<file path="config.mk">
export PLATFORM = sky130hd
export DESIGN_NAME = dda_ray_packer
export DESIGN_NICKNAME = d
export VERILOG_FILES = /design/src/rtl/dda_ray_packer.sv
export SDC_FILE = /design/constraint.sdc
export NUM_CORES = 1
export LEC_CHECK = 0
export BUFFER_PORTS_ARGS = -buffer_cell sky130_fd_sc_hd__buf_4
export CORE_UTILIZATION = 53
export DETAILED_ROUTE_END_ITERATION = 8
export GPL_TIMING_DRIVEN = 0
export PLACE_DENSITY = 0.77
export SLEW_MARGIN = 25
export SYNTH_ARGS = -nofsm -noshare
export SYNTH_HDL_FRONTEND = slang
export SYNTH_SLANG_ARGS = --single-unit
</file>
<file path="constraint.sdc">
create_clock -name pixel_clk_in -period 2.2 [get_ports pixel_clk_in]
set_input_delay 0.44 -clock pixel_clk_in [delete_from_list [all_inputs] [get_ports pixel_clk_in]]
set_output_delay 0.44 -clock pixel_clk_in [all_outputs]
set_load 0.05 [all_outputs]
</file>
<file path="src/rtl/dda_ray_packer.sv">
// dda_ray_packer: transmit end of the DDA ray stream. Saturates and packs each
// accepted ray into a 38-bit word, buffers it in a small circular FIFO and
// drives a valid/ready/last stream with frame-done and column-order flags.
module dda_ray_packer #(
    parameter int SCREEN_WIDTH  = 320,
    parameter int SCREEN_HEIGHT = 180,
    parameter int DEPTH         = 4
) (
    input  logic        pixel_clk_in,
    input  logic        rst_in,
    input  logic        ray_valid_in,
    output logic        ray_ready_out,
    input  logic [8:0]  ray_hcount_in,
    input  logic [9:0]  ray_line_height_in,
    input  logic        ray_wall_type_in,
    input  logic [3:0]  ray_map_data_in,
    input  logic [15:0] ray_wall_x_in,
    output logic        dda_fifo_tvalid_out,
    input  logic        dda_fifo_tready_in,
    output logic [37:0] dda_fifo_tdata_out,
    output logic        dda_fifo_tlast_out,
    output logic        frame_done_out,
    output logic        seq_error_out
);
    localparam int AW = $clog2(DEPTH);
    localparam int CW = AW + 1;
    localparam logic [CW-1:0] DEPTH_C  = CW'(DEPTH);
    localparam logic [CW-1:0] LAST_IDX = CW'(DEPTH - 1);
    localparam logic [8:0]    LAST_COL = 9'(SCREEN_WIDTH - 1);
    localparam logic [9:0]    LH_MAX   = 10'(SCREEN_HEIGHT);

    // One FIFO slot: packed word plus its end-of-frame marker.
    typedef struct packed {
        logic        last;
        logic [37:0] data;
    } entry_t;

    entry_t        mem [DEPTH];
    logic [CW-1:0] rd_ptr;
    logic [CW-1:0] wr_ptr;
    logic [CW-1:0] count;
    logic [8:0]    expected_col;
    logic          push;
    logic          pop;
    logic          xfer;
    logic          in_last;
    logic [7:0]    lh8;
    entry_t        in_entry;

    // Handshake qualifiers and the saturated, packed form of the incoming ray.
    always_comb begin
        ray_ready_out = (count < DEPTH_C);
        push          = ray_valid_in && ray_ready_out;
        xfer          = dda_fifo_tvalid_out && dda_fifo_tready_in;
        pop           = (!dda_fifo_tvalid_out || xfer) && (count != '0);
        in_last       = (ray_hcount_in == LAST_COL);
        lh8           = (ray_line_height_in > LH_MAX) ? LH_MAX[7:0] : ray_line_height_in[7:0];
        in_entry.last = in_last;
        in_entry.data = {ray_hcount_in, lh8, ray_wall_type_in, ray_map_data_in, ray_wall_x_in};
    end

    // Storage write port.
    // NOTE: the storage array is deliberately not reset; count and pointers
    // define which slots are live, so stale contents are never presented.
    always_ff @(posedge pixel_clk_in) begin
        if (push) begin
            mem[wr_ptr[AW-1:0]] <= in_entry;
        end
    end

    // Circular-buffer pointers (wrap at DEPTH) and occupancy count.
    always_ff @(posedge pixel_clk_in) begin
        if (!rst_in) begin
            wr_ptr <= '0;
            rd_ptr <= '0;
            count  <= '0;
        end else begin
            if (push) begin
                wr_ptr <= (wr_ptr == LAST_IDX) ? '0 : wr_ptr + CW'(1);
            end
            if (pop) begin
                rd_ptr <= (rd_ptr == LAST_IDX) ? '0 : rd_ptr + CW'(1);
            end
            case ({push, pop})
                2'b10:   count <= count + CW'(1);
                2'b01:   count <= count - CW'(1);
                default: count <= count;
            endcase
        end
    end

    // Output register: reload from the FIFO head when free, hold under backpressure.
    always_ff @(posedge pixel_clk_in) begin
        if (!rst_in) begin
            dda_fifo_tvalid_out <= 1'b0;
            dda_fifo_tdata_out  <= '0;
            dda_fifo_tlast_out  <= 1'b0;
        end else if (pop) begin
            dda_fifo_tvalid_out <= 1'b1;
            dda_fifo_tdata_out  <= mem[rd_ptr[AW-1:0]].data;
            dda_fifo_tlast_out  <= mem[rd_ptr[AW-1:0]].last;
        end else if (xfer) begin
            dda_fifo_tvalid_out <= 1'b0;
        end
    end

    // Frame-done strobe: one cycle after the last column leaves the packer.
    always_ff @(posedge pixel_clk_in) begin
        if (!rst_in) begin
            frame_done_out <= 1'b0;
        end else begin
            frame_done_out <= xfer && dda_fifo_tlast_out;
        end
    end

    // Column-order tracking; the expected column resyncs to whatever arrived.
    always_ff @(posedge pixel_clk_in) begin
        if (!rst_in) begin
            expected_col  <= '0;
            seq_error_out <= 1'b0;
        end else if (push) begin
            if (ray_hcount_in != expected_col) begin
                seq_error_out <= 1'b1;
            end
            expected_col <= in_last ? 9'd0 : ray_hcount_in + 9'd1;
        end
    end

endmodule

</file>
# Word level (Yosys, flattened, before mapping)
# Memories as Yosys holds them, arrays and structs flattened. A register that Yosys moved wholly into a read port is not among the register bits.
# Cells that the tools add are included.
# W data, S select, Z words.
dict set report word_totals {
  ff_bits 21
  mem_bits_rw 156
  wordCells 41
  out_inout_bits 43
  in_bits 44
  n_memories 1
}
# memory words width rd rd_ports_with_merged_regs write_ports line_no
set mem_list {}
lappend mem_list {mem 4 39 1 1 1 38} ;# entry_t mem [DEPTH];
dict set report op_classes {
  muxes 9
  n_eq_ne 6
  reduce_logical 11
  order_cmp 2
  addsub 5
}
# operator count
set ops {}
lappend ops {{$gt A10 B8 Y1 const B} 1}
lappend ops {{$add A3 B1 Y3 const B} 3}
lappend ops {{$add A9 B1 Y9 const B} 1}
lappend ops {{$eq A9 B9 Y1 const B} 1}
lappend ops {{$mux W9} 1}
lappend ops {{$ne A9 B9 Y1} 1}
lappend ops {{$mux W8} 1}
lappend ops {{$eq A3 B2 Y1 const B} 2}
lappend ops {{$mux W3} 2}
lappend ops {{$pmux W3 S2} 1}
lappend ops {{$logic_and A1 B1 Y1} 4}
lappend ops {{$mux W1} 4}
lappend ops {{$reduce_bool A2 Y1} 2}
lappend ops {{$lt A3 B3 Y1 const B} 1}
lappend ops {{$reduce_bool A3 Y1} 1}
lappend ops {{$sub A3 B1 Y3 const B} 1}
lappend ops {{$eq A2 B1 Y1 const B} 1}
lappend ops {{$eq A2 B2 Y1 const B} 1}
lappend ops {{$logic_not A1 Y1} 2}
lappend ops {{$reduce_and A2 Y1} 1}
lappend ops {{$logic_or A1 B1 Y1} 1}

# Longest topological paths before layout
dict set report logic_depth {
  depth_word 5
  ltp_mapped 11
  ltp_nobuf 9
}

# Worst setup path before layout
# No wires, ideal clock.
dict set report synth_path {
  kind {input to register}
  startpoint {in ray_valid_in}
  endpoint {mem mem[2][0] (netlist bit), enable pin}
  setup_time_ns 0.400
  n_path_buf 1
  required_ns 1.800
  path_stages 3
  arrival_ns 1.872
  slack_ns -0.072
  path_cell_list {nor2b_2 -> clkbuf_1 -> and2_1}
}
dict set report synth_via {
  elab_chain_len 3
}
# element line_no
set synth_lines {}
lappend synth_lines {{start, declared} 11} ;# input logic ray_valid_in,
lappend synth_lines {{$logic_and A1 B1 Y1} 53} ;# push = ray_valid_in && ray_ready_out;
lappend synth_lines {{$mux W1} 66} ;# if (push) begin
lappend synth_lines {{$mux W1 (implied by the code)} 67} ;# mem[wr_ptr[AW-1:0]] <= in_entry;
lappend synth_lines {{end, declared} 38}
# No other way between the ends.

# Worst setup path after layout
dict set report layout_path {
  startpoint {reg count[2]}
  endpoint {reg count[2]}
}
dict set report layout_via {
  elab_chain_len 4
  elab_cells_between_ends 10
  cone_classes {2 x add/sub; 1 x order compare; 2 x eq/ne; 1 x mux; 4 x reduce/logical}
}
# element line_no
set layout_lines {}
lappend layout_lines {{start, declared} 41} ;# logic [CW-1:0] count;
lappend layout_lines {{start signal, assigned} 85} ;# 2'b10: count <= count + CW'(1);
lappend layout_lines {{start signal, assigned} 86} ;# 2'b01: count <= count - CW'(1);
lappend layout_lines {{start signal, assigned} 87} ;# default: count <= count;
lappend layout_lines {{$lt A3 B3 Y1 / $reduce_bool A3 Y1 (equally long branches)} {52, 55}}
lappend layout_lines {{$logic_and A1 B1 Y1, on equally long branches} {53, 55}}
lappend layout_lines {{$eq A2 B1 Y1 / $eq A2 B2 Y1 (equally long branches)} 84} ;# case ({push, pop})
lappend layout_lines {{$pmux W3 S2 / $reduce_bool A2 Y1 (equally long branches)} n/a}
# Parallel ways exist; a longest one is shown, timed or not.
# A chain may end at the register's enable or synchronous reset.

==> results.yml <==
worst_setup_path:
  endpoint: "count[2]"
  crit_required_ns: 2.62
  crit_fanout: 6
  crit_slowest_cell: "fa_1"
  endpoint_kind: "register"
  r2r_cells: 10
  r2r_slack_ns: 0.12
  r2r-start: "count[2]"
  path_cells: "nor3_2 -> a21o_1 -> buf_4 -> inv_8 -> ha_4 -> inv_1 -> fa_1 -> xor2_1 -> or3_1 -> a21boi_1"
  crit_path_start: "count[2]"
  cpPeakStageDelay_ns: 0.38
  crit_type: "register to register"
  worst_setup_path_start_kind: "register"
  critPathArrivalTime_ns: 2.51
  r2r_end: "count[2]"
yosys:
  syn_avg_cell_area_um2: 15.8
  synth.mux.area_fraction_pct: 10.5
  synth_compound_area_share_pct: 6.03
  synth-seq-area-share_pct: 70.2
  synth_top_family_by_area: "multiplexers"
  syn_nets: 582
  netlist_area_um2: 8380
  yosysWarningCount: 0
  synth_cells: 530
  ys_types: 39
  synth.ff_latch_count: 216
  synth_ff_type: "edfxtp_1"
  async_reset_ff_share_pct: 0
  synth_xor_area_share_pct: 1.78
  synth_fa_ha_area_share_pct: 1.28
  synth_simple_gate_area_share_pct: 7.27
  synth-edff-count: 156
sta:
  finalCritPeriodShare_pct: 94.7
  max_freq_mhz: 480
  hold_viol_final: 0
  finClkSkew_ns: 0.0156
  slew_headroom_pct: 58.1
  setup_viol: 0
  rsz0062_at_grt: "false"
  maxSlewViolCount: 0
  min_period_ns: 2.08
  tightest_slew_ns: 0.628
finish:
  num_antenna_cells: 0
  fin_util_pct: 65.1
  drive_gt1_share_pct: 28.0
  syn_to_final_growth_pct: 18.9
  final_cell_mix: "edfxtp_1, nand2_1, buf_4, dfxtp_1, a21boi_1"
  mostFrequentLayoutCell: "edfxtp_1"
  fillers: 1082
  instances_no_fill: 867
  final_nets: 692
detailed_routing:
  drt_iter0_drc: 364
  firstDrtPassIters: 5
  vias: 4660
  drtAntennaViolNets: 0
  drc: 0
  viasPerCell: 5.37
  wirelength_mm: 15.8
  wl_per_cell_um: 18.3
power:
  vdd_ir_drop_max_mv: 0.611
  power_density_nw_per_um2: 1310
  p_leak_nw: 3.55
placed_design:
  io_buffers: 86
  hpwl_mm: 9.80
  place_congestion: 0.846
  dp.cells: 827
hold_path:
  whs_path_depth: 1
  hold_path_class: "primary input to register"
global_routing:
  first_global_vias: 4841
  antenna_found_initial: 0
  grt_pass1_wl_mm: 25.0
  grtUsageTotal_pct: 20.2
  grt_max_degree: 41
  overflow: 0
die:
  die_w_um: 128
  fp-row-count: 45
  fp.dieArea_um2: 16300
  fp.dieH_um: 128
  coreArea_um2: 15300
  io_pins: 87
  start_util_pct: 54.7
job:
  drv_cap: 0
outcome:
  outcome: "finished clean"
clocking:
  numCtsBuffers: 22
  clock_latency_ns: 0.50
  cts_tree: "built"
  clk_path_buf_depth: 3
  hold_buffers: 0
  cts_num_sinks: 216
  htreeDepth: 1
  root_buffer: "clkbuf_16"
  clk_pin_slew_ns: 0.06
[critical path, delay by kind of cell, from the launching register on]
family | cells | cell delay [ns]
fa+ha+maj | 2 | 0.50
flops | 1 | 0.37
simple gates | 2 | 0.37
compound gates | 2 | 0.32
buf+inv | 3 | 0.30
xor+xnor | 1 | 0.16
[cells in the mapped netlist, types with 4 or more instances]
library cell  number  area (um2)
a21boi_0           4        30.0
a21boi_1          40         300
a21oi_1            5        25.0
and2_1             6        37.5
buf_2              5        25.0
buf_4              5        37.5
buf_6              9         101
clkbuf_1           8        30.0
dfxtp_1           60        1200
edfxtp_1         156        4680
ha_1               7        87.6
inv_1             12        45.0
mux4_2            39         878
nand2_1           99         372
nand3_1            5        25.0
nor2_1             8        30.0
nor2b_1            6        37.5
o21ai_0           10        50.1
xnor2_1            9        78.8
xor2_1             8        70.1
[layer usage]
layer / vias to the layer above / track usage (%) / part of all wire [%]
met5: - / 0 / 0
met4: 0 / 7.13 / 2.0
met3: 23 / 3.46 / 4.7
met2: 119 / 36.7 / 53
met1: 2330 / 24.4 / 41
li1: 2188 / - / -
[cell families (layout without fill, tap and decap cells)]
kind of cell    count (synthesis)  count (layout)
simple gates                  139             139
mux                            39              39
fa+ha+maj                       8               8
buf+inv                        40             166
compound gates                 71              71
xor+xnor                       17              17
flops                         216             216
[sequential cells by signal (all words and copies together) (netlist names)]
name and cells:
dda_fifo_tdata_out 38, frame_done_out 1, dda_fifo_tlast_out 1, dda_fifo_tvalid_out 1, mem 156, seq_error_out 1
expected_col 9, count 3, wr_ptr 3, rd_ptr 3
[worst min-delay path by stage]
stage                                   from         end  slack, ns
after global placement             wr_ptr[2]   wr_ptr[2]       0.42
after global routing      ray_map_data_in[0]  mem[3][16]       0.13
after detailed placement           wr_ptr[2]   wr_ptr[2]       0.43
after CTS                 ray_map_data_in[2]  mem[1][18]       0.12
final                       ray_wall_x_in[2]   mem[3][2]       0.13
after floorplan                    wr_ptr[2]   wr_ptr[2]       0.41
[power by group]
part / internal [mW] / switching [mW]
combinational: 1.71 / 2.75
sequential: 4.99 / 0.269
clock: 1.87 / 1.49
total: 8.57 / 4.51
[through the flow]
stage | hold WS, ns | worst slack [ns] | power (mW) | cell area [um2] | TNS (ns)
after global routing | 0.126 | 0.0145 | 13.7 | 9970 | 0
final | 0.134 | 0.117 | 13.1 | 9970 | 0
after floorplan | 0.410 | 0.0442 | 8.56 | 8400 | 0
after detailed placement | 0.430 | -0.273 | 9.83 | 9320 | -0.310
after CTS | 0.123 | 0.0800 | 13.2 | 9970 | 0
after global placement | 0.420 | -0.669 | 9.70 | 9310 | -63.18
[area by class of cell]
class	instances	area (um2)	area share (%)
sequential	216	5890	59.1
multi-input combinational	274	2270	22.8
timing repair buffer	87	653	6.55
clock buffer	31	584	5.86
tap	211	264	2.65
buffer	26	183	1.83
clock inverter	9	63.8	0.640
inverter	13	56.3	0.565
[what timing repair did]
| action | 4_1_cts | 5_1_grt |
|---|---|---|
| setup buffers | 1 | 0 |
| gates resized for setup | 4 | 1 |
| setup endpoints to repair | 1 | 1 |
Power figures use the tool's default switching activity.
